===== src/rtl/pe_pkg.sv =====
// Shared definitions for the weight-stationary processing element: control
// encodings and the partial-sum width multiplier.
package pe_pkg;

   localparam logic [1:0] CTRL_IDLE    = 2'b00;
   localparam logic [1:0] CTRL_LOAD    = 2'b01;
   localparam logic [1:0] CTRL_COMPUTE = 2'b10;
   localparam logic [1:0] CTRL_RSVD    = 2'b11;

   localparam int PSUM_WIDTH_MULT = 4;

   function automatic int psum_width(input int word_width);
      return word_width * PSUM_WIDTH_MULT;
   endfunction

endpackage


===== src/rtl/pe_mac.sv =====
// Combinational multiply-accumulate: o_sum = i_d + zext(i_a * i_w), unsigned,
// wrapping modulo 2^(4W).
module pe_mac
   import pe_pkg::*;
#(
   parameter int WORD_WIDTH = 8
) (
   input  logic [WORD_WIDTH-1:0]                 i_a,
   input  logic [WORD_WIDTH-1:0]                 i_w,
   input  logic [WORD_WIDTH*PSUM_WIDTH_MULT-1:0] i_d,
   output logic [WORD_WIDTH*PSUM_WIDTH_MULT-1:0] o_sum
);

   localparam int PW = WORD_WIDTH * PSUM_WIDTH_MULT;
   localparam int XW = 2 * WORD_WIDTH;

   logic [XW-1:0] w_prod;
   logic [PW-1:0] w_prod_ext;

   assign w_prod     = XW'(i_a) * XW'(i_w);
   assign w_prod_ext = {{(PW-XW){1'b0}}, w_prod};
   assign o_sum      = i_d + w_prod_ext;

endmodule


===== src/rtl/ws_processing_element.sv =====
// Weight-stationary systolic PE with fully registered outputs.
// Optional macro PE_CONTROL_OUT_EN adds a registered control_out for diagonal control ripple.
module ws_processing_element
   import pe_pkg::*;
#(
   parameter int WORD_WIDTH = 8
) (
   input  logic                                  clk,
   input  logic                                  reset_n,
   input  logic [1:0]                            control,
   input  logic [WORD_WIDTH-1:0]                 a_in,
   input  logic [WORD_WIDTH*PSUM_WIDTH_MULT-1:0] d_in,
`ifdef PE_CONTROL_OUT_EN
   output logic [1:0]                            control_out,
`endif
   output logic [WORD_WIDTH-1:0]                 a_out,
   output logic [WORD_WIDTH*PSUM_WIDTH_MULT-1:0] d_out
);

   localparam int W  = WORD_WIDTH;
   localparam int PW = WORD_WIDTH * PSUM_WIDTH_MULT;

   logic [W-1:0]  r_weight;
   logic [W-1:0]  r_a_out;
   logic [PW-1:0] r_d_out;
   logic [PW-1:0] w_mac_sum;

   pe_mac #(
      .WORD_WIDTH (W)
   ) u_mac (
      .i_a   (a_in),
      .i_w   (r_weight),
      .i_d   (d_in),
      .o_sum (w_mac_sum)
   );

   // IDLE and reserved force zeros so X on the inputs never reaches neighbours.
   always_ff @(posedge clk or negedge reset_n) begin
      if (!reset_n) begin
         r_weight <= '0;
         r_a_out  <= '0;
         r_d_out  <= '0;
      end else begin
         case (control)
            CTRL_LOAD: begin
               r_weight <= d_in[W-1:0];
               r_a_out  <= '0;
               r_d_out  <= {{(PW-W){1'b0}}, r_weight};
            end
            CTRL_COMPUTE: begin
               r_a_out  <= a_in;
               r_d_out  <= w_mac_sum;
            end
            default: begin
               r_a_out  <= '0;
               r_d_out  <= '0;
            end
         endcase
      end
   end

   assign a_out = r_a_out;
   assign d_out = r_d_out;

`ifdef PE_CONTROL_OUT_EN
   logic [1:0] r_control_out;

   always_ff @(posedge clk or negedge reset_n) begin
      if (!reset_n) begin
         r_control_out <= CTRL_IDLE;
      end else begin
         r_control_out <= control;
      end
   end

   assign control_out = r_control_out;
`endif

endmodule


===== config.mk =====
export PLATFORM = sky130hd
export DESIGN_NAME = ws_processing_element
export DESIGN_NICKNAME = d
export VERILOG_FILES = /design/src/rtl/pe_pkg.sv /design/src/rtl/pe_mac.sv /design/src/rtl/ws_processing_element.sv
export SDC_FILE = /design/constraint.sdc
export NUM_CORES = 1
export LEC_CHECK = 0
export CORE_ASPECT_RATIO = 1.1
export CORE_MARGIN = 3
export CORE_UTILIZATION = 55
export CTS_CLUSTER_DIAMETER = 150
export DETAILED_ROUTE_END_ITERATION = 10
export PLACE_DENSITY = 0.78
export RECOVER_POWER = 50
export SYNTH_ARGS = -nofsm -noshare
export SYNTH_HDL_FRONTEND = slang
export SYNTH_SLANG_ARGS = --single-unit

===== constraint.sdc =====
create_clock -name clk -period 5.9 [get_ports clk]
set_clock_uncertainty 0.1 [all_clocks]
set_input_delay 1.18 -clock clk [delete_from_list [all_inputs] [get_ports clk]]
set_output_delay 1.18 -clock clk [all_outputs]
set_load 0.1 [all_outputs]

==> results.md, run 1 <==
Outcome:
- The flow ran to the end, but the final reports show violations.
- The checks that failed: max-capacitance violations, max-slew violations.

Floorplan:
- From left edge to right edge, the die measures 97.0 um.
- The initial core utilization is 0.580.
- The total die area is slightly above 10000 um^2.
- The core region is 8630 um^2.
- between 80 and 90 I/O pins were placed.
- The die is 106 um tall.
- Row generation in the floorplan step produced 35 rows.

Critical path:
- STA puts the critical path data arrival time at approximately 5.7 ns.
- The critical path launch point type is an input pin.
- The maximum fanout along the worst path is 9.
- The endpoint kind of the worst setup timing path is a flop.
- The kind of critical path is input pin to flop.
- The data required time at the worst endpoint is ~6 ns.

GRT:
- The first global-routing pass estimated 20500 um of wire.
- Global routing finished with a remaining overflow of 0.
- Entering global routing, the biggest net connects 49 pins.
- The global routing usage summed across all routing layers is 0.242.
- The initial antenna violation count is 0.
- The number of global-route vias before repair is 4466.

CTS:
- The total CTS buffers is 5.
- TritonCTS built the clock tree.
- After clock tree synthesis, the repair step resized 0 gates.
- Clock-pin slew was measured on the worst setup and hold paths at roughly 0.10 ns.
- The number of buffers between clock root and the deepest sink is 2.
- The H-tree depth is 2.
- The clock net in this run drives a total of 48 sinks.
- For this design, the CTS-stage hold fixing added 0 buffers.
- Clock latency on the worst-skew pair, taken at its later pin, is roughly 0.3 ns.
- Once the clock tree was built, the setup fixing pass inserted 0 buffers.
- Clock tree synthesis selected as its root buffer the cell sky130_fd_sc_hd__clkbuf_8.

Routing:
- The aggregate routed wire length is ~12000 um.
- In the routed design, unresolved DRC markers number 0.
- In the routed layout, each cell is associated on average with a via count of between 5 and 6.
- After detailed routing, the average wire length per cell comes to around 16 um.
- The count of routing violations after the opening detailed-route iteration is between 150 and 200.
- Detailed routing inserted a total of between 4000 and 5000 vias.
- The pre-antenna-repair detailed-routing pass consisted of 4 iterations.
- The number of nets with antenna violations after routing is 0.

Logic synthesis:
- The leading register cell type out of synthesis is sky130_fd_sc_hd__dfrtp_1.
- In this run the mean area of a mapped cell was roughly 9.1 um^2.
- Of the synthesized area, sequential elements account for 0.240.
- The biggest area contributor in the post-synthesis netlist is sky130_fd_sc_hd__dfrtp_1.
- Sorting the synthesized cells by area gives the leading types as sky130_fd_sc_hd__dfrtp_1 24%, sky130_fd_sc_hd__fa_1 20%, sky130_fd_sc_hd__ha_1 11%.
- The number of standard cells after synthesis is ~550.
- The number of enable-type register cells in the synthesized netlist is 0.
- The share of synthesized area in the top cell type comes to 0.240.
- The flop and latch count out of synthesis is 48.
- In the synthesized netlist the async set-or-reset flop fraction comes to 1.00.
- The count of warnings emitted by yosys is 0.
- The number of unique standard cell types used by synthesis is 55.
- The number of nets handed over by synthesis was a little under 700.
- The cell area that synthesis handed to floorplanning was 5000 um^2.

Cells and area:
- Leaving out filler cells and counting taps, the final layout contains between 700 and 800.
- The share of post-route cells with drive strength above 1 is 0.0724.
- The area of all placed cells without fillers is about 6100 um^2.
- After the last flow step, the layout net total stands at 771.
- The count of inserted antenna diode cells is 0.
- The area overhead of the layout relative to synthesis is 21.7%.

STA:
- The number of max-slew violations in the final report is roughly 50.
- Setup violations remaining at the end of the flow were counted as 0.
- The count of endpoints failing hold in the final timing report is 0.
- The top achievable clock speed is 179 MHz.
- The setup slack of the critical path after layout is 0.298 ns.
- The final critical-path required period is ~5.6 ns.
- The transition time at the pin with the least slew margin is roughly 2.5 ns.
- Setup repair after global routing left no endpoint under its margin.
- Measured against its own limit, the worst slew margin works out to -0.694.
- The final period utilization is 0.950.

Placed design:
- The cell area reported after detailed placement is about 6000 um^2.
- Once detailed placement completed, the half-perimeter wirelength came to ~9500 um.
- The minimum setup slack after placement is -0.0142 ns.
- Buffers placed on the I/O ports in this run total 83.
- Including well taps, the total number of placed cells is around 740.
- At the end of routability-driven placement, the weighted congestion stood at ~0.88.

Pwr:
- For this design the ratio of total power to cell area is roughly 500 nW/um^2.
- The worst voltage drop across the vdd grid is between 0.0004 and 0.0005 V.
- The leakage power is 2.96 nW.

Hold path:
- The class of the tightest hold or removal check is flop to flop.

Run:
- The number of maximum-capacitance constraint violations is 1.
through the flow:
stage          setup TNS, ns  utilization  total power [mW]  hold WS, ns
2_1_floorplan              0            -              2.17        0.616
3_3_place_gp               0        0.696              2.73        0.654
3_5_place_dp         -0.0261        0.696              2.80        0.663
4_1_cts                    0        0.707              3.01        0.677
5_1_grt                    0        0.706              3.33        0.735
6_report                   0        0.706              3.02        0.708
synth_stat cells, types with 5 or more instances:
cell and number:
sky130_fd_sc_hd__or4_1 5, sky130_fd_sc_hd__buf_2 5, sky130_fd_sc_hd__nor3_1 5, sky130_fd_sc_hd__nand2b_1 6, sky130_fd_sc_hd__and3_1 5, sky130_fd_sc_hd__nand4_1 17, sky130_fd_sc_hd__nor2_1 19, sky130_fd_sc_hd__nor4_1 5
sky130_fd_sc_hd__o211ai_1 7, sky130_fd_sc_hd__mux2_2 8, sky130_fd_sc_hd__a21o_1 9, sky130_fd_sc_hd__a21oi_1 17, sky130_fd_sc_hd__nand2_1 50, sky130_fd_sc_hd__fa_1 50, sky130_fd_sc_hd__a22oi_1 8, sky130_fd_sc_hd__dfrtp_1 48
sky130_fd_sc_hd__nand3_1 13, sky130_fd_sc_hd__and2_1 47, sky130_fd_sc_hd__inv_1 100, sky130_fd_sc_hd__ha_1 43, sky130_fd_sc_hd__clkbuf_1 23, sky130_fd_sc_hd__xor2_1 5
routing by layer:
metal  part of all wire  up-vias  track usage
li1                   -     1978            -
met1               0.40     2051        0.299
met2               0.52      159        0.434
met3              0.063       21       0.0400
met4              0.019        0       0.0692
met5                  0        -            0
registers in the layout, summed over array words and instances (netlist names):
signal and count:
d_out 32, a_out 8, r_weight 8
path summary, 6_finish.rpt:
kind                       cells past startpoint  slack (ns)          end        start
min in group asynchronous                      1        1.56  r_weight[1]      reset_n
min reg2reg                                    2        0.71     d_out[0]  r_weight[0]
min                                            2        0.71     d_out[0]  r_weight[0]
max                                           16        0.30    d_out[31]      a_in[2]
max in group asynchronous                      1        2.71     d_out[9]      reset_n
max reg2reg                                   13        1.11    d_out[22]  r_weight[7]
where the power goes:
part | internal (mW) | switching, mW
Combinational | 0.941 | 1.46
Sequential | 0.375 | 0.0410
Clock | 0.0830 | 0.119
Total | 1.40 | 1.62
final cells by class:
| class | count | area (um^2) |
|---|---|---|
| multi-input combinational | 376 | 3320 |
| inverter | 100 | 375 |
| tap | 111 | 139 |
| clock buffer | 5 | 68.8 |
| clock inverter | 3 | 18.8 |
| sequential | 48 | 1200 |
| fill | 689 | 2540 |
| timing repair buffer | 103 | 971 |
layout by cell type (no fill, tap or decap), types with 3 or more instances in the layout:
cell type / n
sky130_fd_sc_hd__dfrtp_1: 48
sky130_fd_sc_hd__nor4_1: 5
sky130_fd_sc_hd__nand2_1: 50
sky130_fd_sc_hd__mux2_2: 8
sky130_fd_sc_hd__nor2_1: 19
sky130_fd_sc_hd__inv_1: 100
sky130_fd_sc_hd__buf_4: 19
sky130_fd_sc_hd__a21oi_1: 17
sky130_fd_sc_hd__nand3_1: 13
sky130_fd_sc_hd__a31oi_1: 4
sky130_fd_sc_hd__a211oi_1: 3
sky130_fd_sc_hd__a21o_1: 9
sky130_fd_sc_hd__o211ai_1: 7
sky130_fd_sc_hd__clkbuf_8: 5
sky130_fd_sc_hd__ha_1: 43
sky130_fd_sc_hd__and2_0: 4
sky130_fd_sc_hd__nand3b_1: 3
sky130_fd_sc_hd__o21ai_1: 3
sky130_fd_sc_hd__xnor2_1: 4
sky130_fd_sc_hd__and4_1: 3
sky130_fd_sc_hd__and3_1: 5
sky130_fd_sc_hd__nand2b_1: 6
sky130_fd_sc_hd__clkdlybuf4s50_1: 80
sky130_fd_sc_hd__a22oi_1: 8
sky130_fd_sc_hd__xor2_1: 5
sky130_fd_sc_hd__or4_1: 5
sky130_fd_sc_hd__o21ai_0: 3
sky130_fd_sc_hd__fa_1: 50
sky130_fd_sc_hd__nor3_1: 5
sky130_fd_sc_hd__nand4_1: 17
sky130_fd_sc_hd__and2_1: 43
sky130_fd_sc_hd__mux2i_1: 3
cell families after synthesis:
family,synth area share
and+or+nand+nor,0.202
AOI/OAI and AO/OA,0.113
adders and majority gates,0.308
xor gates and xnor gates,0.0157
DFF,0.240
buffers and inverters,0.0972
muxes,0.0240
critical path, stage by stage:
cell                              delay (ns)
sky130_fd_sc_hd__clkdlybuf4s50_1        0.52
sky130_fd_sc_hd__and2_1                 0.23
sky130_fd_sc_hd__fa_1                   0.48
sky130_fd_sc_hd__fa_1                   0.54
sky130_fd_sc_hd__fa_1                   0.55
sky130_fd_sc_hd__inv_1                  0.06
sky130_fd_sc_hd__fa_1                   0.53
sky130_fd_sc_hd__inv_1                  0.04
sky130_fd_sc_hd__ha_1                   0.34
sky130_fd_sc_hd__buf_4                  0.17
sky130_fd_sc_hd__a21oi_1                0.22
sky130_fd_sc_hd__o211ai_2               0.15
sky130_fd_sc_hd__a211oi_2               0.29
sky130_fd_sc_hd__buf_4                  0.19
sky130_fd_sc_hd__o31ai_1                0.08
sky130_fd_sc_hd__a21oi_1                0.16
No activity file was read; power rests on OpenSTA's default activity.
==> run 2: changes to the inputs <==
GPL_TIMING_DRIVEN = 0   (was default)
==> results.md, run 2 (synthesis results as in run 1) <==
Critical path:
- The critical path launch point type is an input pin.
- Counting both buffers and inverters, the worst setup path holds a total of 4.
- The setup slack of the most critical reg-to-reg path is approximately 0.77 ns.
- The number of cells traversed by the worst register-to-register path is 15.
- The critical-path cell with the highest stage delay is sky130_fd_sc_hd__fa_1.
- The peak per-stage delay on the critical path is approximately 0.57 ns.
- In this run the critical register-to-register path is launched from r_weight[4].
- For the worst setup path, the data required time is 6.05 ns.
- The data arrival time of the critical path is 5.69 ns.
- The kind of critical path is input pin to flop.
- The endpoint identified for the worst register-to-register timing path is d_out[22].
- The maximum fanout along the worst path is 10.
- The most numerous cell type found on the critical path is sky130_fd_sc_hd__fa_1.
- Broken down by cell family, the worst path's largest delay share belongs to adder cells.
- Traced cell by cell, the critical path runs through clkbuf_1 > nand2_1 > fa_1 > inv_1 > fa_1 > fa_1 > inv_1 > fa_1 > inv_1 > ha_1 > o21ai_2 > a2111oi_4 > nand2_4 > or4_1 > nand4_1.
- The worst setup path is captured at a flop.

STA:
- Setup repair after global routing left no endpoint under its margin.
- For this run, the top clock speed supported by timing is 180 MHz.
- The number of max-slew violations in the final report is 34.
- Setup violations remaining at the end of the flow were counted as 0.
- Setup slack on the critical path of the routed design comes to 0.357 ns.
- In the finished design, the share of the clock period the worst path needs comes to 0.940.
- Counting I/O delays and the setup requirement, the final critical path takes approximately 5.5 ns.
- The post-route worst hold slack is a little over 0.8 ns.
- In this run the tightest slew margin relative to its limit is -0.126.
- The count of endpoints failing hold in the final timing report came to 0.
- The transition time at the pin with the least slew margin is about 1.7 ns.

Cells and area:
- The count of placed standard cells in the final layout, fillers left out is approximately 750.
- Compared with the post-synthesis result, the final layout area differs by 21.2%.
- The layout has 689 filler cells.
- The flip-flop count of the largest register after layout is 32.
- 0 antenna diodes ended up in the layout.
- The share of post-route cells with drive strength above 1 is 0.0546.
- The layout net count is between 700 and 800.
- In the layout the commonest cells are 100 x sky130_fd_sc_hd__inv_1, 69 x sky130_fd_sc_hd__clkdlybuf4s50_1, 50 x sky130_fd_sc_hd__nand2_1, 50 x sky130_fd_sc_hd__fa_1, 48 x sky130_fd_sc_hd__dfrtp_1.
- The most frequent standard cell in the layout excluding fill and tap cells is sky130_fd_sc_hd__inv_1.

Floorplan:
- In this run the horizontal extent of the chip is roughly 97 um.
- The placement row count is 35.
- The number of top-level design ports is 84.
- The core region is approximately 8600 um^2.
- The die covers about 10000 um^2.
- For this configuration, the core starts out at a cell density of 0.580.
- The height of the die is between 100 and 150 um.

CTS:
- The clock net in this run drives a total of between 40 and 50 sinks.
- Clock-pin slew was measured on the worst setup and hold paths at 0.10 ns.
- The total CTS buffers is 5.
- TritonCTS built the clock tree.
- The insertion delay of the later-clocked pin in the worst-skew pair is between 0.3 and 0.4 ns.
- CTS built an H-tree with a depth of 2.
- The root buffer cell chosen for the clock tree is sky130_fd_sc_hd__clkbuf_8.
- Counting along the longest clock path gives a buffer depth of 2.

Routing:
- The aggregate routed wire length is 12100 um.
- The detailed router placed between 4000 and 5000 vias in this run.
- After detailed routing, the number of remaining DRC violations is 0.
- The first detailed-routing pass ran for 5 iterations.
- The number of nets with antenna violations after routing is 0.
- The detailed router finished its first iteration with ~290 violations.
- Dividing the detail-routed via count by the number of cells gives around 5.7.
- After detailed routing, the average wire length per cell comes to roughly 16 um.

GRT:
- The number of global-route vias before repair is between 4000 and 5000.
- The first-pass GRT wire length is between 20000 and 25000 um.
- The global routing usage summed across all routing layers is 0.243.
- Entering global routing, the biggest net connects 34 pins.
- The initial antenna violation count is 0.
- The total overflow left after global routing is 0.

Outcome:
- The flow ran to the end, but the final reports show violations.
- The checks that failed: max-capacitance violations, max-slew violations.

Hold path:
- The worst hold path passes through 3 cells.
- The source of the worst hold timing path is r_weight[0].
- The tightest min-delay check is of the flop to flop type.
- The worst min-delay path endpoint is d_out[0].

Pwr:
- The worst-case IR drop observed on VDD is 0.000457 V.
- The power per cell area is around 470 nW/um^2.
- Summed over all cells, the static leakage comes to just under 3 nW.

Placed design:
- Once detailed placement completed, the half-perimeter wirelength came to 9640 um.
- The minimum setup slack after placement is -0.365 ns.
- The count of buffers added on input and output ports is 79.
- The number of instances in the placed design is 743.
- The final RePlAce weighted congestion is roughly 0.9.

Run:
- The number of maximum-capacitance constraint violations is 1.
## run 2: report_power, final
part,internal [mW],switching (mW)
logic,0.810,1.46
registers,0.375,0.0128
clock network,0.0952,0.122
total,1.28,1.60
## run 2: metrics by stage
step	power [mW]	utilization	TNS, ns	cell area (um^2)
2_1_floorplan	2.17	-	0	5000
3_3_place_gp	2.57	0.688	-1.77	5930
3_5_place_dp	2.64	0.690	-2.59	5950
4_1_cts	2.88	0.701	0	6050
5_1_grt	3.19	0.703	0	6070
6_report	2.88	0.703	0	6070
## run 2: worst register-to-register path, delay by kind of cell (launching register included)
| family | cells | cell delay, ns |
|---|---|---|
| buffers and inverters | 4 | 0.57 |
| DFF | 1 | 0.34 |
| AOI/OAI and AO/OA | 2 | 0.54 |
| and+or+nand+nor | 4 | 0.98 |
| adders and majority gates | 5 | 2.55 |
## run 2: per-layer routing
layer / share of wire / track usage
met3: 0.062 / 0.0394
met2: 0.53 / 0.446
met1: 0.39 / 0.293
met5: 0 / 0
met4: 0.020 / 0.0722
## run 2: worst max-delay path by stage
stage / endpoint / depth (start not counted) / start
2_1_floorplan: d_out[22] / 15 / a_in[5]
3_3_place_gp: d_out[22] / 14 / a_in[3]
3_5_place_dp: d_out[22] / 14 / a_in[2]
4_1_cts: d_out[22] / 14 / a_in[4]
5_1_grt: d_out[22] / 15 / a_in[5]
6_report: d_out[22] / 15 / a_in[5]
## run 2: area by class of cell
type	instances	area (um^2)	area share
Buffer	28	113	0.0186
Tap cell	111	139	0.0229
Inverter	100	375	0.0619
Multi-Input combinational cell	376	3330	0.549
Sequential cell	48	1200	0.198
Timing Repair Buffer	81	811	0.134
Clock buffer	6	82.6	0.0136
Clock inverter	2	15.0	0.00247
## run 2: what timing repair did
action | in CTS | in global routing
gates resized for setup | 0 | 11
hold endpoints to repair | 0 | 0
endpoints found under the setup margin | 2 | 11
pin swaps | 1 | 1
cloned | 0 | 0
hold buffers | 0 | 0
setup buffers | 0 | 1
==> run 3: changes to the inputs <==
CTS_BUF_LIST = sky130_fd_sc_hd__clkbuf_8 sky130_fd_sc_hd__clkbuf_16   (was default)
==> results of run 3 <==
The final DEF is identical to that of run 2; final timing and power are the same.
